### src/rtl/pc_sequencer_if.sv
// Instruction-memory fetch bus between the PC sequencer and instruction memory.
// Combinational wiring only, no latency.
// Memory stalls a fetch by holding imem_ack low while imem_req is high.
interface pc_sequencer_if;
  logic        imem_req;
  logic [31:0] imem_addr;
  logic        imem_ack;
  logic [31:0] Instr_in;

  modport master (
    output imem_req,
    output imem_addr,
    input  imem_ack,
    input  Instr_in
  );

  modport slave (
    input  imem_req,
    input  imem_addr,
    output imem_ack,
    output Instr_in
  );
endinterface

### src/rtl/pc_sequencer.sv
// Program counter owner: fetches, holds one instruction for a single execute cycle, then redirects.
// Latency: minimum 2 cycles per instruction (FETCH with immediate ack, then EXEC).
// Backpressure: FETCH holds all state until imem_ack; a misaligned jr target parks the FSM in HALT.
module pc_sequencer #(
  parameter logic [31:0] RESET_PC  = 32'h0000_0000,
  parameter int          CNT_WIDTH = 32
) (
  input  logic                 clk,
  input  logic                 rst_n,
  input  logic                 Branch_deci,
  input  logic                 Jump,
  input  logic                 Jump_reg,
  input  logic [31:0]          Imm_ext,
  input  logic [25:0]          Jump_index,
  input  logic [31:0]          Rs_data,
  pc_sequencer_if.master       imem,
  output logic [31:0]          Instr,
  output logic                 Instr_valid,
  output logic [31:0]          PC_out,
  output logic [31:0]          PC_plus4,
  output logic                 misaligned_err,
  output logic [CNT_WIDTH-1:0] retired_cnt
);

  typedef enum logic [1:0] {IDLE, FETCH, EXEC, HALT} state_t;

  state_t               state_q, state_d;
  logic [31:0]          pc_q, pc_d;
  logic                 req_q, req_d;
  logic [31:0]          instr_q, instr_d;
  logic                 vld_q, vld_d;
  logic                 err_q, err_d;
  logic [CNT_WIDTH-1:0] cnt_q, cnt_d;

  logic [31:0] pc_plus4;
  logic [31:0] next_pc;
  logic        jr_misaligned;

  assign pc_plus4      = pc_q + 32'd4;
  assign jr_misaligned = Jump_reg && (Rs_data[1:0] != 2'b00);

  // Next-PC select: jr beats j/jal, which beats a taken branch, which beats sequential.
  always_comb begin
    next_pc = pc_plus4;
    if (Jump_reg) begin
      next_pc = Rs_data;
    end else if (Jump) begin
      next_pc = {pc_plus4[31:28], Jump_index, 2'b00};
    end else if (Branch_deci) begin
      next_pc = pc_plus4 + (Imm_ext << 2);
    end
  end

  // FSM next state and register updates; everything holds unless a transition says otherwise.
  always_comb begin
    state_d = state_q;
    pc_d    = pc_q;
    req_d   = req_q;
    instr_d = instr_q;
    vld_d   = vld_q;
    err_d   = err_q;
    cnt_d   = cnt_q;
    unique case (state_q)
      IDLE: begin
        state_d = FETCH;
        req_d   = 1'b1;
      end
      FETCH: begin
        if (imem.imem_ack) begin
          instr_d = imem.Instr_in;
          vld_d   = 1'b1;
          req_d   = 1'b0;
          state_d = EXEC;
        end
      end
      EXEC: begin
        vld_d = 1'b0;
        if (jr_misaligned) begin
          // Bad jr target: keep the faulting PC visible and stop fetching.
          err_d   = 1'b1;
          req_d   = 1'b0;
          state_d = HALT;
        end else begin
          pc_d    = next_pc;
          req_d   = 1'b1;
          cnt_d   = cnt_q + CNT_WIDTH'(1);
          state_d = FETCH;
        end
      end
      HALT: begin
        req_d = 1'b0;
      end
      default: begin
        state_d = IDLE;
      end
    endcase
  end

  // State registers with synchronous active-low reset.
  always_ff @(posedge clk) begin
    if (!rst_n) begin
      state_q <= IDLE;
      pc_q    <= RESET_PC;
      req_q   <= 1'b0;
      instr_q <= 32'd0;
      vld_q   <= 1'b0;
      err_q   <= 1'b0;
      cnt_q   <= '0;
    end else begin
      state_q <= state_d;
      pc_q    <= pc_d;
      req_q   <= req_d;
      instr_q <= instr_d;
      vld_q   <= vld_d;
      err_q   <= err_d;
      cnt_q   <= cnt_d;
    end
  end

  assign imem.imem_req  = req_q;
  assign imem.imem_addr = pc_q;
  assign Instr          = instr_q;
  assign Instr_valid    = vld_q;
  assign PC_out         = pc_q;
  assign PC_plus4       = pc_plus4;
  assign misaligned_err = err_q;
  assign retired_cnt    = cnt_q;

endmodule

### src/flat_wrapper.sv
// flat-port wrapper written by rule: the top's interface ports become plain ports
module pc_sequencer_flat 
#(
  parameter logic [31:0] RESET_PC  = 32'h0000_0000,
  parameter int          CNT_WIDTH = 32
)
  (clk, rst_n, Branch_deci, Jump, Jump_reg, Imm_ext, Jump_index, Rs_data, Instr, Instr_valid, PC_out, PC_plus4, misaligned_err, retired_cnt, imem_imem_req, imem_imem_addr, imem_imem_ack, imem_Instr_in);
  pc_sequencer_if imem_i ();
  input  logic clk;
  input  logic rst_n;
  input  logic Branch_deci;
  input  logic Jump;
  input  logic Jump_reg;
  input  logic [31:0] Imm_ext;
  input  logic [25:0] Jump_index;
  input  logic [31:0] Rs_data;
  output logic [31:0] Instr;
  output logic Instr_valid;
  output logic [31:0] PC_out;
  output logic [31:0] PC_plus4;
  output logic misaligned_err;
  output logic [CNT_WIDTH-1:0] retired_cnt;
  output wire logic [$bits(imem_i.imem_req)-1:0] imem_imem_req;
  output wire logic [$bits(imem_i.imem_addr)-1:0] imem_imem_addr;
  input wire logic [$bits(imem_i.imem_ack)-1:0] imem_imem_ack;
  input wire logic [$bits(imem_i.Instr_in)-1:0] imem_Instr_in;
  assign imem_imem_req = imem_i.imem_req;
  assign imem_imem_addr = imem_i.imem_addr;
  assign imem_i.imem_ack = imem_imem_ack;
  assign imem_i.Instr_in = imem_Instr_in;
  pc_sequencer #(.RESET_PC(RESET_PC), .CNT_WIDTH(CNT_WIDTH)) u_core (.clk(clk), .rst_n(rst_n), .Branch_deci(Branch_deci), .Jump(Jump), .Jump_reg(Jump_reg), .Imm_ext(Imm_ext), .Jump_index(Jump_index), .Rs_data(Rs_data), .imem(imem_i), .Instr(Instr), .Instr_valid(Instr_valid), .PC_out(PC_out), .PC_plus4(PC_plus4), .misaligned_err(misaligned_err), .retired_cnt(retired_cnt));
endmodule
### config.mk
export PLATFORM = sky130hd
export DESIGN_NAME = pc_sequencer_flat
export DESIGN_NICKNAME = d
export VERILOG_FILES = /design/src/rtl/pc_sequencer_if.sv /design/src/rtl/pc_sequencer.sv /design/src/flat_wrapper.sv
export SDC_FILE = /design/constraint.sdc
export NUM_CORES = 1
export LEC_CHECK = 0
export ABC_AREA = 1
export BUFFER_PORTS_ARGS = -buffer_cell sky130_fd_sc_hd__buf_2
export CAP_MARGIN = 20
export CORE_UTILIZATION = 35
export CTS_CLUSTER_SIZE = 20
export DETAILED_ROUTE_END_ITERATION = 12
export PLACE_DENSITY = 0.64
export SLEW_MARGIN = 20
export SYNTH_ARGS = -nofsm -noshare
export SYNTH_HDL_FRONTEND = slang
export SYNTH_SLANG_ARGS = --single-unit
### constraint.sdc
create_clock -name clk -period 6.1 [get_ports clk]
set_clock_uncertainty 0.15 [all_clocks]
set_input_delay 0.61 -clock clk [delete_from_list [all_inputs] [get_ports clk]]
set_output_delay 0.61 -clock clk [all_outputs]
set_load 0.005 [all_outputs]
# After elaboration in Yosys (flattened, before gate mapping)
# Cells that the tools add are included.
dict set report classes {
  n_eq_ne 4
  multipliers 0
  bitwise 1
  addsub 3
  n_lt_le_gt_ge 0
  n_div 0
  reduce_logical 10
  shifts 0
  mux 11
}
# cell n
set op_table {}
lappend op_table {{32-bit two-way mux} 3}
lappend op_table {{32-bit by 1-bit adder with 32-bit output (second input constant)} 1}
lappend op_table {{32-bit by 3-bit adder with 32-bit output (second input constant)} 1}
lappend op_table {{32-bit adder} 1}
lappend op_table {{2-bit AND reduction} 5}
lappend op_table {{2-bit case mux with 3 select lines} 1}
lappend op_table {{2-bit == test (second input constant)} 2}
lappend op_table {{2-bit two-way mux} 2}
lappend op_table {{1-bit case mux with 4 select lines} 1}
lappend op_table {{2-bit nonzero test} 2}
lappend op_table {{1-bit two-way mux} 3}
lappend op_table {{3-bit nonzero test} 1}
lappend op_table {{2-bit by 1-bit == test with 1-bit output (second input constant)} 1}
lappend op_table {{2-bit logical NOT} 1}
lappend op_table {{2-bit != test (second input constant)} 1}
lappend op_table {{1-bit case mux with 2 select lines} 1}
lappend op_table {{1-bit logical AND} 1}
lappend op_table {{1-bit NOT} 1}
dict set report word_totals {
  rom_bits 0
  latchBits 0
  wordCells 36
  ramBits 0
  regBits 101
  out_inout_bits 163
  input_bits 128
  mem_count 0
}

# Depth between registers and ports, before layout
# Gate-level depths: netlist of the first run.
dict set report depth {
  word_depth 5
  ltp_mapped 25
  mapped_depth_nobuf 25
}

# Least setup slack after synthesis of the first run
# OpenSTA, ideal clock, no wires.
dict set report synth_path {
  kind {reg2reg}
  from {register u_core.pc_q[2] (netlist: u_core.PC_out[2])}
  to {register u_core.pc_q[31] (netlist: u_core.PC_out[31])}
  path_slack_ns 3.121
  path_buffers 0
  setup_time_ns 0.114
  arrival_ns 2.716
  required_time_ns 5.836
  path_stages_with_launch 24
  path_cell_list {dfxtp_1 ha_1 nand3_2 inv_2 nand3_2 nor2_4 nand2_2 nor2_1 nand2_1 and2_1 ha_1 nand2_1 nor3_1 nand2_1 inv_1 nand2_1 nand2_1 inv_1 nand2_1 nand2_1 nand3_1 nand2_1 nand2_1 a21oi_2}
}
dict set report synth_between {
  elab_chain_cells 5
}
# element line
set synth_lines {}
lappend synth_lines {{start: declaration} pc_sequencer.sv:28} ;# logic [31:0] pc_q, pc_d;
lappend synth_lines {{start signal: assignment} pc_sequencer.sv:111} ;# pc_q <= pc_d;
lappend synth_lines {{32-bit by 3-bit adder with 32-bit output} pc_sequencer.sv:39} ;# assign pc_plus4 = pc_q + 32'd4;
lappend synth_lines {{net PC_plus4[28]} flat_wrapper.sv:20} ;# output logic [31:0] PC_plus4;
lappend synth_lines {{32-bit adder} pc_sequencer.sv:50} ;# next_pc = pc_plus4 + (Imm_ext << 2);
lappend synth_lines {{32-bit two-way mux} pc_sequencer.sv:49} ;# end else if (Branch_deci) begin
lappend synth_lines {{32-bit two-way mux} pc_sequencer.sv:47} ;# end else if (Jump) begin
lappend synth_lines {{32-bit two-way mux} pc_sequencer.sv:45} ;# if (Jump_reg) begin
# The timed path passes the listed nets, and every way through them passes these cells.
# A chain may end at the register's enable or synchronous reset.

# Worst setup path in the final report of the first run
dict set report layout_path {
  from {register u_core.pc_q[14] (netlist: u_core.PC_out[14])}
  to {register u_core.pc_q[22] (netlist: u_core.PC_out[22])}
}
dict set report layout_between {
  elab_chain_cells 5
}
# element line
set layout_lines {}
lappend layout_lines {{32-bit by 3-bit adder with 32-bit output *} pc_sequencer.sv:39}
lappend layout_lines {{32-bit adder} pc_sequencer.sv:50}
lappend layout_lines {{32-bit two-way mux *} pc_sequencer.sv:49}
lappend layout_lines {{32-bit two-way mux *} pc_sequencer.sv:47}
lappend layout_lines {{32-bit two-way mux *} pc_sequencer.sv:45}
# Mark *: on every way between the ends. The rest lies on a longest branch, timed or not.

==> flow_metrics.py, run 1 <==
metrics = {
    "power_and_ir_drop": {
        "leakagePower_nw": 5.18,
        "vdd_drop_max_uv": 142,
        "power_mw": 1.96,
        "power_density_nw_per_um2": 200,
    },
    "floorplan": {
        "initial_core_util_pct": 35.9,
        "core_sq_um": 22700,
        "die_width_microns": 155,
        "ios": 291,
        "die_h_microns": 155,
        "rows": 55,
        "dieArea_sq_um": 23900,
    },
    "synth": {
        "synth_warnings": 0,
        "synth_seq_cells": 101,
        "netlist_area_sq_um": 8150,
        "avgSynthCellArea_sq_um": 5.96,
        "yosysSeqAreaShare_pct": 24.8,
        "synthArstFlopShare_pct": 0,
        "synth-main-ff-cell": "dfxtp_1",
        "synth_edf_count": 0,
        "netlist_instances": 1368,
        "synth_cell_types": 46,
        "synth_nets": 1539,
    },
    "clocking": {
        "cts.clk_slew.worst_paths_ns": 0.07,
        "cts_resized": 0,
        "clock_latency_ns": 0.35,
        "cts_root_buf": "clkbuf_16",
        "cts_max_level": 3,
        "cts.path.max_buffers": 2,
        "cts_tree": "done",
        "cts_setup_buffers": 0,
        "cts_buffers": 9,
        "cts_num_sinks": 101,
        "postCtsHoldBufs": 0,
    },
    "timing": {
        "setup_viol": 0,
        "post-route-period-util_pct": 61.7,
        "slew_violations": 0,
        "finalSetupTns_ns": 0,
        "grt_setup_unrepaired": "no",
        "min_period_ns": 3.76,
        "max_freq_ghz": 0.266,
        "worst_slew_pin_slew_ns": 1.01,
        "slew_headroom_pct": 32.3,
        "whs_ns": 0.316,
        "hold_violations": 0,
    },
    "final_layout": {
        "finalNetCount": 1770,
        "final_cell_area_sq_um": 9830,
        "area_delta_synth_final_pct": 20.6,
        "fin_util_pct": 43.3,
        "drive_gt1_share_pct": 21.1,
    },
    "routing": {
        "top_layer": "met5",
        "wl_met2_microns": 13100,
        "vias": 9271,
        "met1_length_microns": 12700,
        "drcViolationCount": 0,
        "dr.pass1.iters": 5,
        "wirelength_microns": 28600,
        "drt_iter0_drc": 549,
        "wl_met3_microns": 2010,
        "ant_nets": 0,
        "vias_per_cell": 4.90,
        "wire_per_inst_microns": 15.1,
    },
    "placement": {
        "hpwlAfterDp_microns": 23300,
        "placed_cell_area_sq_um": 9540,
        "place.gp.congestion": 0.945,
        "port-buffer-count": 288,
    },
    "job": {
        "max_cap_violations": 0,
    },
    "global_routing": {
        "track_usage_pct": 23.7,
        "grt_pass1_vias": 8474,
        "grt_pass1_wl_microns": 44200,
        "grt_start_max_net_pins": 65,
        "antenna_found_initial": 6,
        "globalRoute.totalOverflow": 0,
    },
    "hold_path": {
        "hp-start": "u_core.misaligned_err",
        "hold_path.class": "register to register",
        "worst_hold_path.endpoint": "u_core.misaligned_err",
        "hold_depth": 2,
    },
    "setup_path": {
        "reg2regPathDepth": 21,
        "path_class": "register to register",
        "worstPathRequired_ns": 6.16,
        "r2r-start": "u_core.PC_out[14]",
        "ff2ff_setup_slack_ns": 2.34,
        "worstSetupStartpointType": "register",
        "end_kind": "register",
        "crit_fanout": 6,
        "r2r_end": "u_core.PC_out[22]",
        "timing.critical_path.arrival_ns": 3.82,
    },
    "outcome": {
        "status": "finished clean",
    },
}
-- flip-flops by register name, indices dropped and copies added, names as in the netlist --
| signal | cells |
|---|---|
| u_core.Instr | 32 |
| u_core.Instr_valid | 1 |
| u_core.imem.imem_req | 1 |
| u_core.PC_out | 32 |
| u_core.misaligned_err | 1 |
| u_core.state_q | 2 |
| u_core.retired_cnt | 32 |
-- stage by stage --
step                      std cells  setup WS, ns
after floorplan                1368          3.12
after global placement         1873          2.46
after detailed placement       1873          2.43
after CTS                      1889          2.40
after global routing           1890          2.00
final                          1891          2.34
-- cell type report --
type / count / area (sq um)
Clock buffer: 10 / 239
Inverter: 175 / 657
Sequential cell: 101 / 2020
Timing Repair Buffer: 292 / 1470
Antenna cell: 2 / 5.00
Clock inverter: 6 / 52.6
Fill cell: 2519 / 12900
Tap cell: 285 / 357
Multi-Input combinational cell: 1020 / 5030
-- critical path, stage by stage, from the launching register on --
cell and delay, ns:
dfxtp_1 0.53, nand2_1 0.15, nor2_1 0.22, nand2_1 0.13
nor2_4 0.22, nand2_1 0.12, nor2_1 0.14, inv_1 0.06
nand2_1 0.11, inv_1 0.12, ha_1 0.36, nand2_1 0.12
inv_1 0.09, nand3_1 0.10, nor2_1 0.27, nand3_1 0.18
nand4_1 0.13, nand3_1 0.11, nand2_1 0.14, nand2_1 0.07
nand2_1 0.05, a21oi_1 0.05
-- worst max path at each step --
stage	start	to	slack [ns]	cells past startpoint
after global routing	u_core.PC_out[11]	u_core.PC_out[22]	2.00	22
after CTS	u_core.PC_out[14]	u_core.PC_out[22]	2.40	21
after floorplan	u_core.PC_out[2]	u_core.PC_out[31]	3.12	23
after global placement	u_core.PC_out[14]	u_core.PC_out[22]	2.46	21
final	u_core.PC_out[14]	u_core.PC_out[22]	2.34	21
after detailed placement	u_core.PC_out[14]	u_core.PC_out[22]	2.43	21
-- synthesized netlist by cell type, types with 21 or more instances --
library cell  count  area [sq um]
nand2_1         387          1450
dfxtp_1         101          2020
buf_4            34           255
inv_1           171           642
nor3_1           21           105
nor2_1          201           754
xor2_1           23           201
o21ai_0          74           370
clkbuf_1         26          97.6
ha_1             42           526
a21oi_1          96           480
nand3_1          80           400
-- cells by family after synthesis --
kind of cell,after synthesis,share of synthesized area (%)
compound gates,202,13.4
xor+xnor,30,3.22
fa+ha+maj,43,6.69
buf+inv,247,13.5
flops,101,24.8
simple gates,745,38.4
-- report_power, final --
part | switching, mW | leakage [nW] | internal [mW]
Sequential | 0.0604 | 0.820 | 0.718
Clock | 0.271 | 0.138 | 0.295
Combinational | 0.380 | 4.22 | 0.238
Total | 0.712 | 5.18 | 1.25
-- cells in the final DEF (no fill, tap or decap), types with 23 or more instances in the layout --
| master | n |
|---|---|
| nand2_1 | 387 |
| buf_2 | 288 |
| nor2_1 | 201 |
| inv_1 | 171 |
| dfxtp_1 | 101 |
| a21oi_1 | 96 |
| nand3_1 | 80 |
| o21ai_0 | 74 |
| ha_1 | 42 |
| xor2_1 | 23 |
-- per-layer routing --
layer  vias up  track usage (%)
met3        49             4.01
met1      4128             31.0
met5         -                0
met4         6             7.97
li1       4784                -
met2       304             39.3
(Power assumes the default switching activity.)
==> run 2, diff against run 1 <==
- clock period: 6.1 -> 3.9 ns (I/O delays scaled with it)
==> flow_metrics.py, run 2 (synthesized netlist as in run 1, its figures left out) <==
metrics = {
    "outcome": {
        "status": "finished clean",
    },
    "routing": {
        "drt_iter0_drc": 550,
        "wirelength_microns": 29200,
        "ant_nets": 0,
        "vias_per_cell": 4.89,
        "vias": 9361,
        "dr.pass1.iters": 5,
        "wire_per_inst_microns": 15.2,
        "drcViolationCount": 0,
    },
    "clocking": {
        "clock_latency_ns": 0.35,
        "cts_setup_buffers": 0,
        "cts_max_level": 3,
        "cts_tree": "done",
        "cts.path.max_buffers": 2,
        "cts.clk_slew.worst_paths_ns": 0.08,
        "cts_root_buf": "clkbuf_16",
        "cts_buffers": 9,
        "cts_num_sinks": 101,
    },
    "timing": {
        "setup_viol": 0,
        "hold_violations": 0,
        "post-route-period-util_pct": 91.9,
        "grt_setup_unrepaired": "no",
        "max_freq_ghz": 0.279,
        "finalSetupTns_ns": 0,
        "min_period_ns": 3.58,
        "whs_ns": 0.130,
        "worst_slew_pin_slew_ns": 1.05,
        "slew_headroom_pct": 29.8,
        "slew_violations": 0,
    },
    "power_and_ir_drop": {
        "leakagePower_nw": 5.29,
        "clockPowerShare_pct": 29.1,
        "power_density_nw_per_um2": 312,
        "p_sw_mw": 1.15,
        "switching_share_pct": 36.9,
        "seqPwrFrac_pct": 38.6,
        "combPwrFrac_pct": 32.3,
        "internal_power_mw": 1.97,
        "vdd_drop_max_uv": 252,
    },
    "floorplan": {
        "rows": 55,
        "die_h_microns": 155,
        "initial_core_util_pct": 35.9,
        "core_sq_um": 22700,
        "die_width_microns": 155,
        "ios": 291,
        "dieArea_sq_um": 23900,
    },
    "hold_path": {
        "hold_path.class": "input pin to register",
    },
    "setup_path": {
        "timing.critical_path.arrival_ns": 3.71,
        "crit_fanout": 7,
        "worstPathRequired_ns": 4.03,
        "end_kind": "register",
        "path_class": "register to register",
        "worstSetupStartpointType": "register",
    },
    "job": {
        "max_cap_violations": 0,
    },
    "final_layout": {
        "finalNetCount": 1791,
        "area_delta_synth_final_pct": 22.9,
        "layout_commonest_cell": "nand2_1",
        "final_cell_mix": "nand2_1, buf_2, nor2_1",
        "drive_gt1_share_pct": 22.2,
    },
    "global_routing": {
        "grt_start_max_net_pins": 64,
        "track_usage_pct": 23.8,
        "grt_pass1_wl_microns": 44400,
        "grt_pass1_vias": 8414,
        "antenna_found_initial": 5,
        "globalRoute.totalOverflow": 0,
    },
    "placement": {
        "hpwlAfterDp_microns": 23600,
        "port-buffer-count": 288,
        "place.gp.congestion": 0.965,
    },
}
==> run 2: cell types whose count changed in the layout (fill, tap and decap cells not counted), sizes merged <==
cell,previous run,this run
clkinvlp,2,1
clkbuf,10,9
buf,292,313
inv,177,176
clkinv,2,5
diode,2,5
==> run 2: path summary, 6_finish.rpt <==
| kind | depth (start not counted) | slack, ns | startpoint | end |
|---|---|---|---|---|
| worst max-delay path | 21 | 0.32 | u_core.PC_out[3] | u_core.PC_out[21] |
| worst min-delay path | 3 | 0.13 | imem_Instr_in[8] | u_core.Instr[8] |
| worst max register to register | 21 | 0.32 | u_core.PC_out[3] | u_core.PC_out[21] |
| worst min register to register | 2 | 0.31 | u_core.misaligned_err | u_core.misaligned_err |
==> run 2: power by group through the flow <==
stage	clock [mW]	combinational [mW]	sequential, mW
finish	0.910	1.01	1.20
global route	0.968	1.13	1.22
CTS	0.924	1.01	1.20
detailed placement	0	1.00	1.23
global placement	0	0.994	1.22
floorplan	0	0.621	1.23
==> run 2: cell type report <==
type / instances / area (sq um)
antenna: 5 / 12.5
tap: 285 / 357
timing repair buffer: 313 / 1630
fill: 2479 / 12700
sequential: 101 / 2020
clock inverter: 7 / 80.1
inverter: 175 / 657
multi-input combinational: 1020 / 5030
clock buffer: 9 / 225
==> run 2: through the flow <==
stage	power [mW]	util, %	instances	instance area (sq um)	setup WS [ns]
floorplan	1.85	-	1368	8150	0.921
global placement	2.22	42.7	1894	9690	0.463
detailed placement	2.23	42.7	1894	9690	0.373
CTS	3.13	44.0	1910	10000	0.314
global route	3.32	44.1	1911	10000	0.00360
finish	3.13	44.1	1915	10000	0.316
==> run 2: per-layer routing <==
metal | GRT usage (%) | share of wire [%]
met1 | 31.7 | 45
met2 | 38.6 | 45
met3 | 3.89 | 7.3
met4 | 8.86 | 2.7
met5 | 0 | 0.089
==> run 2: worst max-delay path: stages (launching register included) <==
cell     delay (ns)
dfxtp_1        0.43
ha_1           0.23
nand3_2        0.14
inv_2          0.15
nand3_2        0.14
nor2_4         0.19
nand4_1        0.11
nand2_1        0.17
inv_1          0.08
ha_2           0.40
nand2_1        0.10
nor2_1         0.16
inv_1          0.08
nor2_1         0.17
nand3_1        0.16
nand3_1        0.12
nand2_1        0.06
nand3_1        0.10
nand2_1        0.08
nand2_1        0.09
nand2_1        0.06
a21oi_1        0.12
==> run 2: what timing repair did <==
item	4_1_cts	5_1_grt
hold buffers	0	0
resized for setup	0	1
setup endpoints to repair	0	1
